## src/rtl/fp_div.sv

```systemverilog
// Multi-cycle restoring divider for a 27-bit float (1 sign, 8 exp excess-127, 18 mant).
// Define FP_DIV_ROUND_EN to compute a guard bit and round the quotient half-up.
module fp_div (
    input  logic        clk,
    input  logic        rst,
    input  logic        in_valid,
    output logic        in_ready,
    input  logic [26:0] in1,
    input  logic [26:0] in2,
    output logic        out_valid,
    input  logic        out_ready,
    output logic [26:0] quo,
    output logic        dz
);

`ifdef FP_DIV_ROUND_EN
    localparam int unsigned ITERS = 20;
`else
    localparam int unsigned ITERS = 19;
`endif

    typedef enum logic [2:0] {IDLE, NORM, ITER, PACK, DONE} state_t;

    state_t              state_q, state_d;
    logic [26:0]         in1_q, in1_d;
    logic [26:0]         in2_q, in2_d;
    logic [19:0]         r_q, r_d;
    logic [18:0]         b_q, b_d;
    logic [ITERS-1:0]    q_q, q_d;
    logic signed [9:0]   e_q, e_d;
    logic [4:0]          cnt_q, cnt_d;
    logic [26:0]         quo_q, quo_d;
    logic                dz_q, dz_d;

    logic [18:0]         a_n, b_n;
    logic signed [9:0]   e_n, e_fin;
    logic [18:0]         r_sub;
    logic                q_bit;
    logic [17:0]         mant;
    logic                sign;
`ifdef FP_DIV_ROUND_EN
    logic [19:0]         q_rnd;
    logic                unused_bits;
    assign unused_bits = q_rnd[18];
`else
    logic                unused_bits;
    assign unused_bits = q_q[ITERS-1];
`endif

    assign in_ready  = (state_q == IDLE);
    assign out_valid = (state_q == DONE);
    assign quo       = quo_q;
    assign dz        = dz_q;

    always_comb begin
        state_d = state_q;
        in1_d   = in1_q;
        in2_d   = in2_q;
        r_d     = r_q;
        b_d     = b_q;
        q_d     = q_q;
        e_d     = e_q;
        cnt_d   = cnt_q;
        quo_d   = quo_q;
        dz_d    = dz_q;
        a_n     = {1'b1, in1_q[17:0]};
        b_n     = {1'b1, in2_q[17:0]};
        e_n     = $signed({2'b00, in1_q[25:18]}) - $signed({2'b00, in2_q[25:18]}) + 10'sd127;
        r_sub   = r_q[18:0];
        q_bit   = 1'b0;
        mant    = '0;
        e_fin   = e_q;
        sign    = in1_q[26] ^ in2_q[26];
`ifdef FP_DIV_ROUND_EN
        q_rnd   = {1'b0, q_q[19:1]} + {19'd0, q_q[0]};
`endif

        case (state_q)
            IDLE: begin
                if (in_valid) begin
                    in1_d   = in1;
                    in2_d   = in2;
                    state_d = NORM;
                end
            end
            NORM: begin
                // Pre-shift the dividend so the first quotient bit is always the hidden 1.
                if (a_n < b_n) begin
                    r_d = {a_n, 1'b0};
                    e_d = e_n - 10'sd1;
                end else begin
                    r_d = {1'b0, a_n};
                    e_d = e_n;
                end
                b_d     = b_n;
                q_d     = '0;
                cnt_d   = '0;
                state_d = ITER;
            end
            ITER: begin
                if (r_q >= {1'b0, b_q}) begin
                    r_sub = 19'(r_q - {1'b0, b_q});
                    q_bit = 1'b1;
                end
                r_d   = {r_sub, 1'b0};
                q_d   = {q_q[ITERS-2:0], q_bit};
                cnt_d = cnt_q + 5'd1;
                if (cnt_q == 5'(ITERS - 1))
                    state_d = PACK;
            end
            PACK: begin
`ifdef FP_DIV_ROUND_EN
                if (q_rnd[19]) begin
                    mant  = '0;
                    e_fin = e_q + 10'sd1;
                end else begin
                    mant  = q_rnd[17:0];
                    e_fin = e_q;
                end
`else
                mant  = q_q[17:0];
                e_fin = e_q;
`endif
                dz_d = 1'b0;
                if (in2_q[25:18] == 8'h00) begin
                    quo_d = {sign, 8'hFF, 18'h0};
                    dz_d  = 1'b1;
                end else if (in1_q[25:18] == 8'h00) begin
                    quo_d = {sign, 8'h00, 18'h0};
                end else if (e_fin > 10'sd254) begin
                    quo_d = {sign, 8'hFE, 18'h3FFFF};
                end else if (e_fin < 10'sd1) begin
                    quo_d = {sign, 8'h00, 18'h0};
                end else begin
                    quo_d = {sign, e_fin[7:0], mant};
                end
                state_d = DONE;
            end
            DONE: begin
                if (out_ready)
                    state_d = IDLE;
            end
            default: state_d = IDLE;
        endcase
    end

    always_ff @(posedge clk) begin
        if (rst) begin
            state_q <= IDLE;
            in1_q   <= '0;
            in2_q   <= '0;
            r_q     <= '0;
            b_q     <= '0;
            q_q     <= '0;
            e_q     <= '0;
            cnt_q   <= '0;
            quo_q   <= '0;
            dz_q    <= 1'b0;
        end else begin
            state_q <= state_d;
            in1_q   <= in1_d;
            in2_q   <= in2_d;
            r_q     <= r_d;
            b_q     <= b_d;
            q_q     <= q_d;
            e_q     <= e_d;
            cnt_q   <= cnt_d;
            quo_q   <= quo_d;
            dz_q    <= dz_d;
        end
    end

endmodule
```

## config.mk

```make
export PLATFORM = sky130hd
export DESIGN_NAME = fp_div
export DESIGN_NICKNAME = d
export VERILOG_FILES = /design/src/rtl/fp_div.sv
export SDC_FILE = /design/constraint.sdc
export NUM_CORES = 1
export LEC_CHECK = 0
export CAP_MARGIN = 30
export CORE_MARGIN = 1
export CORE_UTILIZATION = 25
export CTS_BUF_LIST = sky130_fd_sc_hd__clkbuf_2 sky130_fd_sc_hd__clkbuf_4 sky130_fd_sc_hd__clkbuf_8
export DETAILED_ROUTE_END_ITERATION = 16
export PLACE_DENSITY_LB_ADDON = 0.2
export SLEW_MARGIN = 20
export SYNTH_ARGS = -nofsm -noshare
export SYNTH_HDL_FRONTEND = slang
export SYNTH_SLANG_ARGS = --single-unit
```

## constraint.sdc

```tcl
create_clock -name clk -period 3.2 [get_ports clk]
set_input_delay 0.64 -clock clk [delete_from_list [all_inputs] [get_ports clk]]
set_output_delay 0.64 -clock clk [all_outputs]
set_load 0.02 [all_outputs]
```

==> impl_metrics.csv, run 1 <==
group,metric,value,unit
timing,fin_tns_setup,0,ns
logic_synthesis,ys.flop_type,"dfxtp_1",
layout,multi_input_area,4620,um^2
route,postRouteAntennaNets,0,
timing,hold_viol,0,
layout,layout_commonest_cell,"nand2_1",
timing,tightest_slew,0.689,ns
logic_synthesis,synth_top_area_frac,0.384,
grt,grt_pass1_wl,36.2,mm
clock_tree,cts_buffers,17,
timing,setup_viol,0,
placed_design,hpwl,15.8,mm
setup_path,cp_top_family,"simple AND/OR/NAND/NOR gates",
layout,diodes,0,
die,rows,65,
die,num_io_pins,88,
clock_tree,cts-root-buf,"clkbuf_8",
logic_synthesis,async_flop_share,0,
logic_synthesis,yosysWarnings,0,
clock_tree,clock_path_buffers,2,
clock_tree,h-tree-depth,4,
logic_synthesis,syn_nets,1163,
clock_tree,cts_tree,"built",
timing,worst_clock_skew,0.0150,ns
setup_path,slowest_delay,0.41,ns
route,drt-total-wl,22.0,mm
setup_path,critical_path_arrival,3.37,ns
clock_tree,cts_num_sinks,157,
logic_synthesis,ys_ff_latch,157,
logic_synthesis,ys_seq_area_frac,0.384,
setup_path,critical_path_class,"register to register",
setup_path,cp-start-kind,"register",
logic_synthesis,yosys.area.top_type,"dfxtp_1",
timing,fin_crit_sh,0.925,
layout,final_layout_size_suffix_gt1_frac,0.0653,
placed_design,dp_cells,1537,
layout,fin_cells,1569,
logic_synthesis,syn_area,8180,um^2
logic_synthesis,synth.avg_cell_area,7.75,um^2
timing,max_slew_margin,0.539,
route,drt_iter0_drc,353,
clock_tree,clkLatencyLatePin,0.47,ns
hold_path,min_path_type,"register to register",
grt,grt_antenna_before_repair,0,
die,core,31900,um^2
layout,nNetsFinal,1229,
route,drc,0,
clock_tree,clkTransAtPathRegs,0.09,ns
layout,register_area,3140,um^2
die,chipWidth,183,um
placed_design,portBuffers,87,
logic_synthesis,synth.area.top_cells,"dfxtp_1, a21oi_1, nand2_1",
placed_design,globalplace.congestion,0.776,
setup_path,endpoint_kind,"register",
setup_path,required,3.61,ns
grt,grt_pass1_vias,7047,
timing,period_minus_slack,2.96,ns
setup_path,path_cells,"inv_1, ha_1, inv_1, fa_1, a21o_1, a211oi_1, a21oi_1, nor4_1, xnor2_1, xnor2_1, nor3b_2, or3b_1, a31oi_1",
layout,fillers,3524,
setup_path,worstPathMaxFanout,4,
run_status,status,"complete, no violations",
grt,overflow,0,
timing,final-max-slew-violation-count,0,
power,finalPower,5.83,mW
power,p_per_area,585,nW/um^2
power,irDropWorstVdd,225,uV
setup_path,cpMaxStageDelayCell,"fa_1",
route,vias_per_cell,4.64,
layout,layout_common_cells,"nand2_1, a21oi_1, dfxtp_1",
die,initial_core_util,0.257,
timing,timing.hold.ws,0.461,ns
power,leakagePower,3.66,nW
logic_synthesis,synth-edff-count,0,
run,drv_cap,0,
setup_path,path_buf_inv,2,
die,die_area,33400,um^2
route,first_pass_iters,5,
grt,grt.total_usage,0.136,
grt,grt_max_degree,55,
route,wl_per_cell,14.0,um
logic_synthesis,synthCells,1055,
route,vias,7278,
layout,area_growth,21.7,%
logic_synthesis,synth.distinct_cells,57,
die,die_h,183,um
timing,fmax,338,MHz
[what timing repair did]
item | 4_1_cts | 5_1_grt
hold buffers | 0 | 0
resized for setup | 0 | 4
setup buffers | 0 | 0
endpoints found under the setup margin | 0 | 4
[per-layer routing]
metal,GRT usage,wire length [um],up-vias
met5,0,0,-
met4,0.0387,246,0
met3,0.0234,614,16
li1,-,-,3782
met2,0.217,9830,112
met1,0.186,11300,3368
[Yosys cell counts (all sizes together) (4+ instances only)]
cell type / number
nand2: 180
a21oi: 172
dfxtp: 157
nor2: 106
inv: 55
clkbuf: 54
ha: 48
o21ai: 27
mux2i: 24
xnor2: 21
a211oi: 20
a22oi: 18
a21o: 15
nand4: 15
nand3: 13
nor3: 13
xor2: 13
nor4: 10
o21a: 7
o22ai: 7
and2: 6
buf: 6
a31oi: 5
or2: 5
and3: 4
and4: 4
mux2: 4
nand2b: 4
nor2b: 4
o31ai: 4
[power breakdown]
part,total (mW),internal (mW),switching [mW]
Combinational,2.06,0.873,1.19
Clock,1.58,0.733,0.850
Sequential,2.18,2.07,0.112
Total,5.83,3.67,2.15
[registers in the layout, indices dropped and copies added, names as in the netlist]
signal / cells
e_fin: 10
dz: 1
r_q: 20
state_q: 3
quo: 27
b_q: 19
in1_q: 27
in2_q: 27
q_q: 18
cnt_q: 5
[per-stage QoR]
stage          instance area [um^2]  worst slack, ns  utilization
2_1_floorplan                  8180            0.453            -
3_5_place_dp                   9530            0.268        0.299
6_report                       9950            0.240        0.312
3_3_place_gp                   9530            0.306        0.299
4_1_cts                        9930            0.260        0.312
5_1_grt                        9950         -0.00376        0.312
[worst reg2reg max path, delay by kind of cell, from the launching register on]
family                   cells  cell delay (ns)
AO/OA/AOI/OAI                4             0.71
XOR/XNOR                     2             0.33
adder cells (fa/ha/maj)      2             0.56
buffers and inverters        2             0.11
flip-flops                   1             0.33
AND/OR/NAND/NOR              3             0.85
[area by class of cell]
type | count | area share
clock buffer | 18 | 0.0249
clock inverter | 14 | 0.0160
inverter | 55 | 0.0207
multi-input combinational | 783 | 0.464
sequential | 157 | 0.316
tap | 435 | 0.0547
timing repair buffer | 107 | 0.104
[worst paths after layout]
path / start / to / slack (ns) / depth (start not counted)
setup / recovery: in1_q[18]$_SDFFE_PP0P_ / e_fin[9]$_SDFFE_PP0P_ / 0.24 / 13
hold / removal: b_q[6]$_SDFFE_PP0P_ / b_q[6]$_SDFFE_PP0P_ / 0.46 / 2
setup reg to reg: in1_q[18]$_SDFFE_PP0P_ / e_fin[9]$_SDFFE_PP0P_ / 0.24 / 13
hold reg to reg: b_q[6]$_SDFFE_PP0P_ / b_q[6]$_SDFFE_PP0P_ / 0.46 / 2
[kinds of logic after synthesis]
logic type | count (synthesis) | synth area share
XOR/XNOR | 34 | 0.0364
AND/OR/NAND/NOR | 374 | 0.198
AO/OA/AOI/OAI | 297 | 0.214
multiplexers | 28 | 0.0349
buffers and inverters | 115 | 0.0537
adder cells (fa/ha/maj) | 50 | 0.0783
flip-flops | 157 | 0.384
No activity file was read; power rests on OpenSTA's default activity.
==> run 2, diff against run 1 <==
- CORE_ASPECT_RATIO: default -> 2
==> run 2 against run 1 <==
Compared with the run above:
- flip-flop and latch count stayed put
- critical path depth is 2 lower
- clock skew hardly changed
- critical endpoint unchanged
- largest power group unchanged
==> impl_metrics.csv, run 2 (synthesis gave the netlist of run 1 again) <==
group,metric,value,unit
layout,nNetsFinal,1230,
grt,grt_antenna_before_repair,1,
timing,hold_viol,0,
clock_tree,clkTransAtPathRegs,0.10,ns
setup_path,critical_path_arrival,3.35,ns
grt,grt_pass1_vias,7352,
route,drt-total-wl,22.7,mm
timing,fin_tns_setup,0,ns
die,die_area,33500,um^2
setup_path,required,3.61,ns
setup_path,reg2reg_slack,0.27,ns
clock_tree,cts_buffers,17,
setup_path,worstPathMaxFanout,5,
setup_path,reg2reg_from,"in2_q[20]$_SDFFE_PP0P_",
route,first_pass_iters,4,
grt,grt_pass1_wl,37.4,mm
setup_path,path_buf_inv,1,
timing,max_slew_margin,0.523,
timing,timing.hold.ws,0.460,ns
clock_tree,clock_path_buffers,2,
hold_path,whs_path_depth,2,
clock_tree,clkLatencyLatePin,0.48,ns
hold_path,min_from,"b_q[8]$_SDFFE_PP0P_",
layout,layout_commonest_cell,"nand2_1",
run,drv_cap,0,
die,rows,93,
setup_path,rr_worst_depth,11,
setup_path,cp_top_family,"simple AND/OR/NAND/NOR gates",
layout,layout_common_cells,"nand2_1, a21oi_1, dfxtp_1",
hold_path,min_delay_worst_endpoint,"b_q[8]$_SDFFE_PP0P_",
die,num_io_pins,88,
layout,final_layout_size_suffix_gt1_frac,0.0687,
power,irDropWorstVdd,324,uV
timing,worst_clock_skew,0.0153,ns
grt,overflow,0,
clock_tree,cts_tree,"built",
route,drt_iter0_drc,328,
grt,grt_max_degree,149,
clock_tree,h-tree-depth,4,
route,drc,0,
clock_tree,cts-root-buf,"clkbuf_8",
hold_path,min_path_type,"register to register",
die,initial_core_util,0.254,
timing,period_minus_slack,2.93,ns
setup_path,timing.rr.end,"e_fin[9]$_SDFFE_PP0P_",
setup_path,cp-start-kind,"register",
timing,fmax,341,MHz
clock_tree,postCtsSetupBuffers,0,
timing,setup_viol,0,
die,chipWidth,130,um
die,die_h,258,um
die,core,32200,um^2
route,vias,7302,
route,postRouteAntennaNets,0,
route,vias_per_cell,4.67,
clock_tree,cts_num_sinks,157,
route,wl_per_cell,14.5,um
timing,tightest_slew,0.715,ns
setup_path,critical_path_class,"register to register",
placed_design,hpwl,16.6,mm
setup_path,endpoint_kind,"register",
run_status,status,"complete, no violations",
setup_path,path_cells,"inv_1, ha_1, nor2_1, a21oi_1, xor2_1, xnor2_1, and4_1, and3_1, nor3b_2, or3b_1, a31oi_1",
timing,final-max-slew-violation-count,0,
setup_path,slowest_delay,0.42,ns
placed_design,portBuffers,87,
grt,grt.total_usage,0.144,
power,leakagePower,3.71,nW
clock_tree,ctsHoldBuffers,0,
placed_design,globalplace.congestion,0.819,
timing,rsz0062_at_grt,"no",
power,p_per_area,611,nW/um^2
layout,area_growth,23.0,%
clock_tree,post_cts_resized,0,
timing,fin_crit_sh,0.917,
setup_path,cpMaxStageDelayCell,"xor2_1",
-- run 2: cell types whose count changed in the layout (fill, tap and decap cells not counted), sizes merged --
cell      change
inv           -1
buf           +1
clkbuf        +1
clkinv        -1
diode         +1
bufinv        +3
clkinvlp      -2
-- run 2: per-stage QoR --
step / cells / worst slack (ns) / util / power (mW) / cell area, um^2
2_1_floorplan: 1055 / 0.453 / - / 3.72 / 8180
3_3_place_gp: 1530 / 0.295 / 0.296 / 4.35 / 9540
3_5_place_dp: 1530 / 0.245 / 0.296 / 4.36 / 9540
4_1_cts: 1562 / 0.210 / 0.311 / 6.22 / 10000
5_1_grt: 1563 / 0.00988 / 0.312 / 6.54 / 10100
6_report: 1563 / 0.267 / 0.312 / 6.15 / 10100
-- run 2: power breakdown --
group,switching [mW],internal (mW),leakage [nW],total (mW)
sequential,0.112,2.07,1.28,2.18
clock,0.843,0.983,0.244,1.83
combinational,1.23,0.918,2.19,2.15
total,2.18,3.97,3.71,6.15
-- run 2: layer usage --
metal | global-route usage | up-vias | share of wire
met4 | 0.0733 | 0 | 0.031
met3 | 0.0199 | 37 | 0.020
met2 | 0.264 | 105 | 0.53
met1 | 0.156 | 3371 | 0.42
li1 | - | 3789 | -
met5 | 0 | - | 0
-- run 2: area by class of cell --
| cell class | instances | area (um^2) |
|---|---|---|
| fillers | 3521 | 22200 |
| multi-input cells | 783 | 4640 |
| flip-flops and latches | 157 | 3140 |
| repair buffers | 108 | 1050 |
| well taps | 427 | 534 |
| clock buffers | 19 | 255 |
| clock inverters | 13 | 228 |
| inverters | 55 | 206 |
| diodes | 1 | 2.50 |
-- run 2: how the worst max path moves through the flow --
stage | from | end | depth (start not counted)
final | in2_q[20]$_SDFFE_PP0P_ | e_fin[9]$_SDFFE_PP0P_ | 11
after global routing | in1_q[18]$_SDFFE_PP0P_ | e_fin[9]$_SDFFE_PP0P_ | 13
after CTS | in2_q[18]$_SDFFE_PP0P_ | e_fin[8]$_SDFFE_PP0P_ | 12
after detailed placement | in2_q[18]$_SDFFE_PP0P_ | e_fin[9]$_SDFFE_PP0P_ | 11
after global placement | in1_q[18]$_SDFFE_PP0P_ | e_fin[9]$_SDFFE_PP0P_ | 12
after floorplan | in1_q[18]$_SDFFE_PP0P_ | e_fin[9]$_SDFFE_PP0P_ | 13
-- run 2: tightest hold or removal path, stage by stage (launching register included) --
cell	delay, ns
dfxtp_1	0.32
nand2_1	0.05
a21oi_1	0.05
==> run 3, diff against run 2 <==
--- a/config.mk
+++ b/config.mk
@@ -13,2 +13,3 @@
 export DETAILED_ROUTE_END_ITERATION = 16
+export DONT_BUFFER_PORTS = 1
 export PLACE_DENSITY_LB_ADDON = 0.2
==> constraint.sdc (replaced) <==
create_clock -name clk -period 3.2 [get_ports clk]
set_input_delay 0.32 -clock clk [delete_from_list [all_inputs] [get_ports clk]]
set_output_delay 0.32 -clock clk [all_outputs]
set_load 0.02 [all_outputs]
==> run 3 against run 2 <==
Compared with the run above:
- first-iteration DRC count increased by 3.0%
- maximum frequency fell by 0.78%
- clock-buffer cell count unchanged
- global-route usage is 0.30 points higher
- critical path type unchanged
- setup slack got worse by 0.023 ns
- largest power group unchanged
- flip-flop and latch count unchanged
- power is 4.9% lower
==> impl_metrics.csv, run 3 (synthesis gave the netlist of run 1 again) <==
group,metric,value,unit
power,seq_power_share,0.374,
timing,setup_viol,0,
layout,nNetsFinal,1200,
route,first_pass_iters,4,
layout,layout_commonest_cell,"nand2_1",
die,core,32200,um^2
placed_design,hpwl,17.0,mm
route,vias_per_cell,4.77,
grt,overflow,0,
route,drc,0,
power,p_sw,2.19,mW
grt,grt.total_usage,0.147,
route,drt-total-wl,23.4,mm
grt,grt_pass1_wl,37.7,mm
setup_path,slowest_delay,0.44,ns
timing,fmax,338,MHz
hold_path,min_path_type,"input port to register",
layout,layout_common_cells,"nand2_1, a21oi_1, dfxtp_1",
placed_design,portBuffers,0,
placed_design,globalplace.congestion,0.808,
power,comb_power_share,0.374,
die,num_io_pins,88,
die,chipWidth,130,um
power,power.share.switching,0.375,
setup_path,cpMaxStageDelayCell,"fa_1",
timing,fin_crit_sh,0.924,
timing,worst_clock_skew,0.0185,ns
run,drv_cap,0,
timing,period_minus_slack,2.96,ns
power,clkPwrFrac,0.252,
layout,register_area,3140,um^2
power,leakagePower,3.58,nW
timing,hold_viol,0,
setup_path,crit_top_cell,"inv_1",
clock_tree,cts_tree,"built",
setup_path,path_cells,"inv_1, ha_1, inv_1, fa_1, a21o_1, a211oi_1, a21oi_1, o221ai_1, nand3_1, xnor2_1, nor3b_2, or3b_1, a31oi_1",
grt,grt_pass1_vias,7270,
clock_tree,cts_buffers,17,
setup_path,worstPathMaxFanout,3,
setup_path,endpoint_kind,"register",
timing,max_slew_margin,0.377,
die,initial_core_util,0.254,
clock_tree,h-tree-depth,4,
clock_tree,cts_num_sinks,157,
grt,grt_max_degree,145,
layout,multi_input_area,4650,um^2
power,finalPower,5.85,mW
clock_tree,clock_path_buffers,2,
layout,fin_cells,1531,
placed_design,dp_cells,1446,
power,internal-power,3.66,mW
route,postRouteAntennaNets,0,
setup_path,required,3.62,ns
grt,grt_antenna_before_repair,2,
power,irDropWorstVdd,301,uV
die,rows,93,
clock_tree,cts-root-buf,"clkbuf_8",
clock_tree,clkTransAtPathRegs,0.09,ns
run_status,status,"complete, no violations",
die,die_area,33500,um^2
layout,final_layout_size_suffix_gt1_frac,0.0725,
timing,final-max-slew-violation-count,0,
setup_path,critical_path_arrival,3.37,ns
layout,area_growth,18.2,%
route,wl_per_cell,15.3,um
power,p_per_area,605,nW/um^2
layout,fillers,3542,
layout,fin_util,0.300,
route,drt_iter0_drc,338,
die,die_h,258,um
timing,tightest_slew,0.933,ns
setup_path,cp-start-kind,"register",
route,vias,7306,
clock_tree,clkLatencyLatePin,0.49,ns
setup_path,critical_path_class,"register to register",
==> run 3: per-stage QoR <==
stage	instance area (um^2)	setup WS, ns	hold WS (ns)	TNS [ns]
6_report	9670	0.244	0.0613	0
4_1_cts	9620	0.194	0.0209	0
3_3_place_gp	8670	0.259	0.404	0
5_1_grt	9670	-0.0244	0.0385	-0.0244
2_1_floorplan	8180	0.453	0.435	0
3_5_place_dp	8690	0.219	0.405	0
==> run 3: layout make-up <==
class                   instances  area share
flip-flops and latches        157       0.325
clock inverters                11      0.0115
well taps                     427      0.0552
diodes                          1    0.000259
multi-input cells             783       0.481
clock buffers                  19      0.0270
repair buffers                 78      0.0789
inverters                      55      0.0213
==> run 3: path summary, 6_finish.rpt <==
path	startpoint	slack (ns)	cells after the start	endpoint
worst min register to register	b_q[11]$_SDFFE_PP0P_	0.46	2	b_q[11]$_SDFFE_PP0P_
worst max register to register	in1_q[18]$_SDFFE_PP0P_	0.24	13	e_fin[9]$_SDFFE_PP0P_
worst min-delay path	in2[6]	0.06	2	in2_q[6]$_SDFFE_PP0P_
worst max-delay path	in1_q[18]$_SDFFE_PP0P_	0.24	13	e_fin[9]$_SDFFE_PP0P_
==> run 3: what timing repair did <==
action	4_1_cts	5_1_grt
endpoints found under the hold margin	144	0
resized for setup	0	7
hold buffers	54	0
setup buffers	0	0
endpoints found under the setup margin	0	3
==> run 3: critical path, delay by kind of cell, from the launching register on <==
kind	cells	cell delay, ns
AO/OA/AOI/OAI	5	0.95
XOR/XNOR	1	0.17
adder cells (fa/ha/maj)	2	0.59
buffers and inverters	2	0.11
flip-flops	1	0.33
AND/OR/NAND/NOR	3	0.75
==> run 3: layer usage <==
layer	vias up	routed length [um]	global-route usage
met5	-	0	0
met4	0	764	0.0694
met3	37	546	0.0244
met2	116	12900	0.277
met1	3426	9220	0.153
li1	3727	-	-
==> run 3: power groups by stage <==
stage	Sequential, mW	Combinational, mW	Clock (mW)
after floorplan	2.19	1.53	0
after global placement	2.24	2.08	0
after detailed placement	2.24	2.09	0
after CTS	2.19	2.19	1.54
after global routing	2.21	2.42	1.62
final	2.19	2.19	1.47
